### config.mk
export PLATFORM = sky130hd
export DESIGN_NAME = image_loader
export DESIGN_NICKNAME = d
export VERILOG_FILES = /design/src/rtl/image_loader.sv
export SDC_FILE = /design/constraint.sdc
export NUM_CORES = 1
export LEC_CHECK = 0
export CAP_MARGIN = 20
export CELL_PAD_IN_SITES_DETAIL_PLACEMENT = 1
export CELL_PAD_IN_SITES_GLOBAL_PLACEMENT = 2
export CORE_ASPECT_RATIO = 1.4
export CORE_MARGIN = 3
export CORE_UTILIZATION = 31
export DETAILED_ROUTE_END_ITERATION = 8
export GPL_ROUTABILITY_DRIVEN = 0
export PLACE_DENSITY_LB_ADDON = 0.3
export RECOVER_POWER = 100
export SLEW_MARGIN = 30
export SYNTH_ARGS = -nofsm -noshare
export SYNTH_HDL_FRONTEND = slang
export SYNTH_SLANG_ARGS = --single-unit
### constraint.sdc
create_clock -name clk -period 5.05 [get_ports clk]
set_input_delay 1.2625 -clock clk [delete_from_list [all_inputs] [get_ports clk]]
set_output_delay 1.2625 -clock clk [all_outputs]
set_load 0.02 [all_outputs]
### src/rtl/image_loader.sv
// Streams one square frame of pixels into a byte-wide memory.
// Once the frame is stored it holds ready until the processing controller reports completion.
module image_loader (
  input  logic        clk,
  input  logic        rst,
  input  logic        load_req,
  input  logic [8:0]  dim,
  input  logic        in_valid,
  input  logic [7:0]  in_data,
  output logic        in_ready,
  input  logic        proc_done,
  output logic        writeEnable,
  output logic [15:0] address,
  output logic [7:0]  data_to_write,
  output logic        ready,
  output logic        err,
  output logic [7:0]  frames_loaded
);

  typedef enum logic [1:0] {IDLE, LOAD, WAIT_PROC} state_t;

  state_t      state_reg, state_next;
  logic [8:0]  dim_reg, dim_next;
  logic [16:0] count_reg, count_next;
  logic        we_reg, we_next;
  logic [15:0] addr_reg, addr_next;
  logic [7:0]  data_reg, data_next;
  logic        ready_reg, ready_next;
  logic        err_reg, err_next;
  logic [7:0]  frames_reg, frames_next;

  logic        dim_ok;
  logic        beat;
  logic [16:0] dim_wide;
  logic [16:0] total;

  assign dim_ok = (dim != 9'd0) && (dim <= 9'd256);

  // The largest frame is 256*256 = 65536 pixels, which needs 17 bits.
  assign dim_wide = {8'd0, dim_reg};
  assign total    = dim_wide * dim_wide;

  assign in_ready = (state_reg == LOAD);
  assign beat     = in_valid && in_ready;

  always_comb begin
    state_next  = state_reg;
    dim_next    = dim_reg;
    count_next  = count_reg;
    we_next     = 1'b0;
    addr_next   = addr_reg;
    data_next   = data_reg;
    ready_next  = 1'b0;
    err_next    = 1'b0;
    frames_next = frames_reg;
    case (state_reg)
      IDLE: begin
        if (load_req) begin
          if (dim_ok) begin
            dim_next   = dim;
            count_next = 17'd0;
            state_next = LOAD;
          end else begin
            err_next = 1'b1;
          end
        end
      end
      LOAD: begin
        if (beat) begin
          we_next    = 1'b1;
          addr_next  = count_reg[15:0];
          data_next  = in_data;
          count_next = count_reg + 17'd1;
          if (count_reg == total - 17'd1) begin
            state_next = WAIT_PROC;
          end
        end
      end
      WAIT_PROC: begin
        // ready is registered, so it trails the final write strobe by one cycle.
        if (proc_done) begin
          state_next  = IDLE;
          frames_next = frames_reg + 8'd1;
        end else begin
          ready_next = 1'b1;
        end
      end
      default: state_next = IDLE;
    endcase
  end

  always_ff @(posedge clk) begin
    if (!rst) begin
      state_reg  <= IDLE;
      dim_reg    <= 9'd0;
      count_reg  <= 17'd0;
      we_reg     <= 1'b0;
      addr_reg   <= 16'd0;
      data_reg   <= 8'd0;
      ready_reg  <= 1'b0;
      err_reg    <= 1'b0;
      frames_reg <= 8'd0;
    end else begin
      state_reg  <= state_next;
      dim_reg    <= dim_next;
      count_reg  <= count_next;
      we_reg     <= we_next;
      addr_reg   <= addr_next;
      data_reg   <= data_next;
      ready_reg  <= ready_next;
      err_reg    <= err_next;
      frames_reg <= frames_next;
    end
  end

  assign writeEnable   = we_reg;
  assign address       = addr_reg;
  assign data_to_write = data_reg;
  assign ready         = ready_reg;
  assign err           = err_reg;
  assign frames_loaded = frames_reg;

endmodule

==> flow_metrics.tcl, run 1 <==
set metrics [dict create \
    status "complete, but fails checks" \
    violations "capacitance limit, slew limit" \
    pin_count 58 \
    rsz0062_at_grt "true" \
    seq_area_frac_synth_pct 25.1 \
    crit_path_max_fanout 6 \
    cts_sinks 63 \
    cts.clk_slew.worst_paths_ns 0.06 \
    post-synth-top-count-cell "nand2_1" \
    path_cells "buf_4 > nand2_1 > inv_1 > fa_1 > inv_1 > fa_1 > fa_1 > inv_1 > fa_1 > ha_1 > ha_1 > buf_4 > o21ai_0 > a21oi_1 > nand3_1 > xnor2_1 > nor4_2 > and4_1 > a41oi_1" \
    placed_area_um2 6110 \
    timing.rr.end "state_reg[0]" \
    synth_cells 607 \
    synth_top_area_cell "dfxtp_1" \
    multi_input_area_um2 3490 \
    wl_um 14100 \
    utilization_pct 41.8 \
    max-clock-path-buffers 2 \
    vias 4374 \
    cts_tree "yes" \
    tns_ns 0 \
    ys_ff_latch 63 \
    required_ns 5.23 \
    antenna_found_initial 0 \
    hold_viol_final 0 \
    fillers 1889 \
    antenna-diode-count 0 \
    critPathMostFrequentCell "fa_1" \
    synth_warnings 0 \
    first_pass_iters 4 \
    cts_buffers 9 \
    worst_slew_pin_slew_ns 1.54 \
    grt_pass1_vias 5025 \
    r2r_slack_ns 0.05 \
    synthTopCellsByArea "dfxtp_1, fa_1, ha_1, nand2_1, inv_1" \
    post-route-drc-count 0 \
    finalCritPeriodShare_pct 99.0 \
    core_um2 15700 \
    vias_per_cell 4.83 \
    power.density_nw_per_um2 254 \
    wire_per_inst_um 15.6 \
    cts-root-buf "clkbuf_16" \
    leakagePower_nw 2.98 \
    drive_gt1_share_pct 15.0 \
    synth_top_area_share_pct 25.1 \
    max_slew_margin_pct -2.50 \
    dp.final_hpwl_um 11500 \
    synth_fp_nets 710 \
    r2r_start "dim_reg[8]" \
    crit_arrival_ns 5.18 \
    grt-ovfl-total 0 \
    pre_cts_ws_ns -0.247 \
    ir_drop_v 0.000191 \
    hold_slack_ns 0.449 \
    grt_pass1_wl_um 24300 \
    numPortBuffers 57 \
    ant_nets 0 \
    worst_path_largest_cell_delay_ns 0.54 \
    min_path_type "flip-flop to flip-flop" \
    synth_top_flop_cell "dfxtp_1" \
    min_period_ns 5.00 \
    final_nets 807 \
    cp-start-kind "flip-flop" \
    fp-row-count 54 \
    syn_area_um2 5030 \
    synth_cell_type_count 51 \
    timing.final.ws_setup_ns 0.0509 \
    drtIter0Drc 112 \
    synth-edff-count 0 \
    critPathCaptureType "flip-flop" \
    skew_ns 0.00653 \
    seqCellArea_um2 1280 \
    cp-startpoint "dim_reg[8]" \
    fp.dieH_um 157 \
    die_x_um 114 \
    place_inst 884 \
    instances_no_fill 905 \
    avgSynthCellArea_um2 8.29 \
    total_power_mw 1.67 \
    drv_slew 47 \
    crit_path_end "state_reg[0]" \
    clk_latency_ns 0.33 \
    drv_cap 1 \
    largest_register_ffs 17 \
    start_util_pct 32.0 \
    area_growth_syn_to_layout_pct 30.7 \
    setup_viol 0 \
    die_area_um2 17800 \
    gr-usage-all-layers_pct 17.0 \
    final_cell_area_um2 6580 \
    slowest_stage "fa_1" \
    rr_worst_depth 19 \
    grt_start_max_net_pins 47 \
    synthArstFlopShare_pct 0 \
    timing.fmax_mhz 200 \
    ys_top_cells_by_count "nand2_1, inv_1, dfxtp_1" \
    cts_max_level 3 \
    path_class "flip-flop to flip-flop" \
]
worst min-delay path by stage:
stage	depth (start not counted)	slack, ns	to	from
6_report	2	0.45	address[11]	address[11]
5_1_grt	2	0.47	address[11]	address[11]
4_1_cts	2	0.46	address[11]	address[11]
3_5_place_dp	2	0.45	address[5]	address[5]
3_3_place_gp	2	0.44	data_to_write[2]	data_to_write[2]
2_1_floorplan	2	0.47	address[13]	count_reg[13]
per-layer routing:
layer  GRT usage (%)  wire length, um  up-vias  share of wire [%]
met2            32.5             7680       57                 54
met5               0                0        -                  0
li1                -                -     2152                  -
met4            5.61              331        0                2.3
met1            18.4             5690     2141                 40
met3            3.13              418       24                3.0
kinds of logic (layout without fill, tap and decap cells):
| logic type | Yosys count | count (layout) | share of synthesized area [%] |
|---|---|---|---|
| fa+ha+maj | 81 | 81 | 26.4 |
| mux | 14 | 14 | 2.83 |
| flops | 63 | 63 | 25.1 |
| compound gates | 87 | 87 | 10.1 |
| buf+inv | 102 | 204 | 7.63 |
| other cells | 1 | 1 | 0.0745 |
| xor+xnor | 43 | 43 | 7.76 |
| simple gates | 216 | 216 | 20.1 |
final cells by class:
type	count	area share, %
Multi-Input combinational cell	442	53.1
Tap cell	196	3.73
Sequential cell	63	19.5
Clock buffer	9	3.42
Clock inverter	7	1.18
Inverter	80	4.56
Timing Repair Buffer	108	14.5
layout by cell type, fill, tap and decap left out, types with 12 or more instances in the layout:
cell type        instances
a21oi_1                 43
mux2i_1                 12
buf_4                   51
dlygate4sd3_1           38
fa_1                    40
nand2_1                 93
ha_1                    34
xor2_1                  22
clkdlybuf4s50_1         19
xnor2_1                 20
dfxtp_1                 55
inv_1                   79
nor2_1                  52
o21ai_0                 15
power by group:
group          switching, mW  leakage (nW)  total [mW]  internal, mW
combinational          0.277          2.31       0.522         0.245
sequential           0.00874         0.514       0.512         0.503
clock                  0.251         0.147       0.638         0.387
total                  0.537          2.98        1.67          1.14
timing repair:
action	4_1_cts	5_1_grt
pin swaps	6	16
buffers inserted	2	3
gates cloned	0	0
gates resized for setup	21	23
endpoints found under the setup margin	2	2
hold buffers	0	0
worst max-delay path: cells and delay by family (launching register included):
kind / cells / cell delay (ns)
fa+ha+maj: 6 / 2.62
simple gates: 4 / 0.73
compound gates: 3 / 0.53
buf+inv: 5 / 0.52
flops: 1 / 0.35
xor+xnor: 1 / 0.08
(Power assumes the default switching activity.)
==> run 2, diff against run 1 <==
--- a/config.mk
+++ b/config.mk
@@ -6,7 +6,7 @@
 export NUM_CORES = 1
 export LEC_CHECK = 0
 export CAP_MARGIN = 20
-export CELL_PAD_IN_SITES_DETAIL_PLACEMENT = 1
+export CELL_PAD_IN_SITES_DETAIL_PLACEMENT = 0
 export CELL_PAD_IN_SITES_GLOBAL_PLACEMENT = 2
 export CORE_ASPECT_RATIO = 1.4
 export CORE_MARGIN = 3
@@ -15,6 +15,7 @@
 export GPL_ROUTABILITY_DRIVEN = 0
 export PLACE_DENSITY_LB_ADDON = 0.3
 export RECOVER_POWER = 100
+export SETUP_SLACK_MARGIN = 0.1
 export SLEW_MARGIN = 30
 export SYNTH_ARGS = -nofsm -noshare
 export SYNTH_HDL_FRONTEND = slang
==> flow_metrics.tcl, run 2 (same netlist as run 1, synthesis figures left out) <==
set metrics [dict create \
    setup_viol 0 \
    drv_cap 1 \
    hold_path_end "address[6]" \
    p_int_mw 1.09 \
    largest_register_ffs 17 \
    cts_tree "yes" \
    numPortBuffers 57 \
    comb_power_share_pct 31.3 \
    dp.final_hpwl_um 10400 \
    drv_slew 47 \
    worst_slew_pin_slew_ns 1.53 \
    gr-usage-all-layers_pct 15.4 \
    cts_max_level 3 \
    drtIter0Drc 102 \
    r2r_slack_ns 0.13 \
    max-clock-path-buffers 2 \
    placed_area_um2 6120 \
    final_nets 808 \
    vias 4257 \
    hp-start "address[6]" \
    cts-root-buf "clkbuf_16" \
    wl_um 12900 \
    pwr-share-seq_pct 31.5 \
    violations "capacitance limit, slew limit" \
    status "complete, but fails checks" \
    p_clk_share_pct 37.2 \
    vias_per_cell 4.69 \
    die_area_um2 17800 \
    sw_frac_of_total_pct 33.1 \
    critPathCaptureType "flip-flop" \
    fillers 1622 \
    grt_pass1_wl_um 22100 \
    timing.fmax_mhz 203 \
    ir_drop_v 0.000208 \
    total_power_mw 1.63 \
    grt-ovfl-total 0 \
    rsz0062_at_grt "true" \
    first_pass_iters 4 \
    utilization_pct 42.0 \
    min_period_ns 4.92 \
    instances_no_fill 907 \
    cts_sinks 63 \
    cp-start-kind "flip-flop" \
    skew_ns 0.0105 \
    min_path_type "flip-flop to flip-flop" \
    hold_path_depth 2 \
    final_cell_mix "nand2_1, inv_1, dfxtp_1" \
    post-route-drc-count 0 \
    hold_viol_final 0 \
    crit_arrival_ns 5.11 \
    grt_pass1_vias 4678 \
    wire_per_inst_um 14.3 \
    p_sw_mw 0.538 \
    r2r_start "dim_reg[3]" \
    power.density_nw_per_um2 246 \
    required_ns 5.24 \
    start_util_pct 32.0 \
    cts.clk_slew.worst_paths_ns 0.06 \
    drive_gt1_share_pct 16.2 \
    grt_start_max_net_pins 47 \
    timing.rr.end "state_reg[0]" \
    place_inst 885 \
    core_um2 15700 \
    max_slew_margin_pct -2.07 \
    fp-row-count 54 \
    finalCritPeriodShare_pct 97.4 \
    final_cell_area_um2 6610 \
    die_x_um 114 \
    cts_buffers 9 \
    pin_count 58 \
    fp.dieH_um 157 \
    antenna_found_initial 1 \
    ant_nets 0 \
    rr_worst_depth 18 \
    mostFrequentLayoutCell "nand2_1" \
    crit_path_max_fanout 5 \
    area_growth_syn_to_layout_pct 31.3 \
    leakagePower_nw 2.97 \
    clk_latency_ns 0.34 \
    path_class "flip-flop to flip-flop" \
]
## run 2: cell types whose count changed in the layout (fill, tap and decap cells not counted), sizes merged
| cell | previous run | this run |
|---|---|---|
| buf | 51 | 52 |
| clkinvlp | 1 | 2 |
| clkinv | 2 | 0 |
| diode | 0 | 1 |
| inv | 83 | 85 |
| bufinv | 1 | 0 |
## run 2: power by group through the flow
stage | Clock (mW) | Combinational [mW] | Sequential (mW)
after floorplan | 0 | 0.297 | 0.523
after global placement | 0 | 0.457 | 0.524
after detailed placement | 0 | 0.458 | 0.524
after CTS | 0.626 | 0.507 | 0.512
after global routing | 0.651 | 0.570 | 0.514
final | 0.606 | 0.509 | 0.513
## run 2: layout make-up
type	count	area (um^2)	area share [%]
sequential	63	1280	19.4
timing repair buffer	109	965	14.6
antenna	1	2.50	0.0379
inverter	80	303	4.58
tap	196	245	3.71
clock inverter	7	61.3	0.928
clock buffer	9	225	3.41
multi-input combinational	442	3520	53.3
## run 2: worst max path at each step
| stage | startpoint | end | slack [ns] |
|---|---|---|---|
| 4_1_cts | dim_reg[5] | state_reg[0] | 0.09 |
| 2_1_floorplan | dim_reg[6] | state_reg[0] | 0.08 |
| 3_5_place_dp | dim_reg[2] | state_reg[0] | -0.15 |
| 6_report | dim_reg[3] | state_reg[0] | 0.13 |
| 5_1_grt | dim_reg[3] | state_reg[0] | -0.05 |
| 3_3_place_gp | dim_reg[2] | state_reg[0] | -0.11 |
## run 2: routing by layer
| metal | wire, um | share of wire, % | GRT usage [%] |
|---|---|---|---|
| met4 | 174 | 1.3 | 4.30 |
| met3 | 382 | 3.0 | 2.67 |
| met1 | 5380 | 42 | 17.0 |
| met2 | 7000 | 54 | 29.8 |
| met5 | 0 | 0 | 0 |
## run 2: metrics by stage
stage	setup WS (ns)	TNS, ns	hold slack, ns
after global placement	-0.109	-0.211	0.443
after detailed placement	-0.151	-0.297	0.450
after CTS	0.0924	0	0.460
after global routing	-0.0527	-0.0656	0.475
after floorplan	0.0768	0	0.470
final	0.130	0	0.454
## run 2: what timing repair did
action	in CTS	in global routing
cloned	0	0
setup buffers	4	1
pin swaps	23	23
setup endpoints to repair	2	2
resized for setup	40	12
hold buffers	0	0
## run 2: worst max-delay path, cell delays in order, from the launching register on
cell,delay [ns]
dfxtp_4,0.38
inv_4,0.05
fa_1,0.55
inv_2,0.04
fa_1,0.45
fa_1,0.49
inv_1,0.05
fa_1,0.50
inv_2,0.04
fa_1,0.52
ha_4,0.30
nand2_2,0.06
or3_4,0.39
a21oi_2,0.13
or2_4,0.13
mux2i_1,0.08
nor4_2,0.27
and4_4,0.26
a41oi_2,0.08
==> run 3, diff against run 2 <==
--- a/config.mk
+++ b/config.mk
@@ -15,7 +15,6 @@
 export GPL_ROUTABILITY_DRIVEN = 0
 export PLACE_DENSITY_LB_ADDON = 0.3
 export RECOVER_POWER = 100
-export SETUP_SLACK_MARGIN = 0.1
 export SLEW_MARGIN = 30
 export SYNTH_ARGS = -nofsm -noshare
 export SYNTH_HDL_FRONTEND = slang
==> flow_metrics.tcl, run 3 (same netlist as run 1, synthesis figures left out) <==
set metrics [dict create \
    vias 4282 \
    sw_frac_of_total_pct 32.9 \
    pin_count 58 \
    grt_start_max_net_pins 47 \
    wl_um 13000 \
    worst_slew_pin_slew_ns 1.47 \
    p_sw_mw 0.533 \
    pre_cts_ws_ns -0.210 \
    rsz0062_at_grt "true" \
    pwr-share-seq_pct 31.6 \
    hold_path_depth 2 \
    cts.clk_slew.worst_paths_ns 0.06 \
    cts_max_level 3 \
    drv_slew 0 \
    min_period_ns 5.00 \
    required_ns 5.24 \
    tns_ns 0 \
    slowest_stage "fa_1" \
    p_int_mw 1.09 \
    grt-ovfl-total 0 \
    power.density_nw_per_um2 246 \
    wire_per_inst_um 14.3 \
    largest_register_ffs 17 \
    ant_nets 0 \
    cts_tree "yes" \
    numPortBuffers 57 \
    critPathCaptureType "flip-flop" \
    leakagePower_nw 2.99 \
    crit_arrival_ns 5.20 \
    antenna_found_initial 0 \
    drtIter0Drc 121 \
    r2r_slack_ns 0.05 \
    max_slew_margin_pct 2.12 \
    skew_ns 0.00768 \
    mostFrequentLayoutCell "nand2_1" \
    fp.dieH_um 157 \
    gr-usage-all-layers_pct 15.4 \
    setup_viol 0 \
    status "finished, final reports clean" \
    critPathMostFrequentCell "fa_1" \
    path_cells "nand2_4 > fa_1 > inv_2 > fa_1 > fa_1 > inv_2 > fa_1 > inv_1 > fa_1 > ha_4 > buf_6 > nand3_2 > o211ai_1 > buf_4 > buf_4 > nor3b_1 > mux2i_1 > a22oi_1 > and4_1 > a41oi_2" \
    cts_buffers 9 \
    min_path_type "flip-flop to flip-flop" \
    grt_pass1_wl_um 21900 \
    timing.fmax_mhz 200 \
    comb_power_share_pct 31.5 \
    core_um2 15700 \
    start_util_pct 32.0 \
    fillers 1583 \
    p_clk_share_pct 36.9 \
    rr_worst_depth 20 \
    cp-start-kind "flip-flop" \
    cts_hold_buffers 0 \
    drive_gt1_share_pct 15.5 \
    ir_drop_v 0.000212 \
    fp-row-count 54 \
    final_cell_mix "nand2_1, inv_1, dfxtp_1" \
    place_inst 884 \
    hold_viol_final 0 \
    timing.rr.end "state_reg[0]" \
    antenna-diode-count 0 \
    dp.final_hpwl_um 10500 \
    worst_path_largest_cell_delay_ns 0.54 \
    area_growth_syn_to_layout_pct 30.9 \
    final_nets 806 \
    die_x_um 114 \
    total_power_mw 1.62 \
    crit_path_max_fanout 5 \
    timing.final.ws_setup_ns 0.0455 \
    instances_no_fill 904 \
    r2r_start "dim_reg[1]" \
    first_pass_iters 4 \
    grt_pass1_vias 4605 \
    vias_per_cell 4.74 \
    cts_sinks 63 \
    max-clock-path-buffers 2 \
    cts-root-buf "clkbuf_16" \
    post-route-drc-count 0 \
    hold_path_end "data_to_write[6]" \
    hp-start "data_to_write[6]" \
    drv_cap 0 \
    finalCritPeriodShare_pct 99.1 \
    die_area_um2 17800 \
    clk_latency_ns 0.33 \
    path_class "flip-flop to flip-flop" \
]
-- run 3: cell types whose count changed in the layout (fill, tap and decap cells not counted), sizes merged --
cell | previous run | this run
buf | 52 | 50
clkinv | 0 | 1
diode | 1 | 0
inv | 85 | 84
-- run 3: timing repair --
item,CTS,global route
gates resized for setup,15,32
setup buffers,1,3
pin swaps,6,23
setup endpoints to repair,2,2
-- run 3: metrics by stage --
step | area (um^2) | utilization (%) | hold slack (ns)
after detailed placement | 6110 | 38.8 | 0.449
after global placement | 6110 | 38.8 | 0.443
after CTS | 6440 | 40.9 | 0.459
final | 6590 | 41.8 | 0.452
after floorplan | 5040 | - | 0.470
after global routing | 6590 | 41.8 | 0.477
-- run 3: power groups by stage --
stage               clock, mW  combinational (mW)  sequential [mW]
finish                  0.598               0.510            0.512
global route            0.647               0.570            0.513
CTS                     0.622               0.479            0.513
detailed placement          0               0.459            0.523
global placement            0               0.458            0.523
floorplan                   0               0.295            0.523
-- run 3: layout make-up --
type	count	area [um^2]	area share, %
multi-input combinational	442	3510	53.4
clock inverter	7	61.3	0.931
sequential	63	1280	19.5
inverter	80	300	4.56
timing repair buffer	107	953	14.5
tap	196	245	3.72
clock buffer	9	225	3.42
-- run 3: worst max path at each step --
stage / startpoint / endpoint / cells past startpoint
after detailed placement: dim_reg[2] / state_reg[0] / 17
final: dim_reg[1] / state_reg[0] / 20
after global routing: dim_reg[1] / state_reg[0] / 19
after floorplan: dim_reg[1] / state_reg[0] / 17
after CTS: dim_reg[3] / state_reg[0] / 16
after global placement: dim_reg[0] / state_reg[0] / 16
-- run 3: worst max-delay path: cells and delay by family, from the launching register on --
kind | cells | cell delay [ns]
mux | 1 | 0.12
buf+inv | 6 | 0.52
compound gates | 3 | 0.47
fa+ha+maj | 6 | 2.76
simple gates | 4 | 0.62
flops | 1 | 0.37
-- run 3: routing by layer --
layer / share of wire, % / global-route usage [%] / up-vias
li1: - / - / 2151
met1: 41 / 17.2 / 2062
met2: 54 / 28.9 / 57
met3: 2.9 / 2.75 / 12
met4: 1.8 / 5.33 / 0
met5: 0 / 0 / -
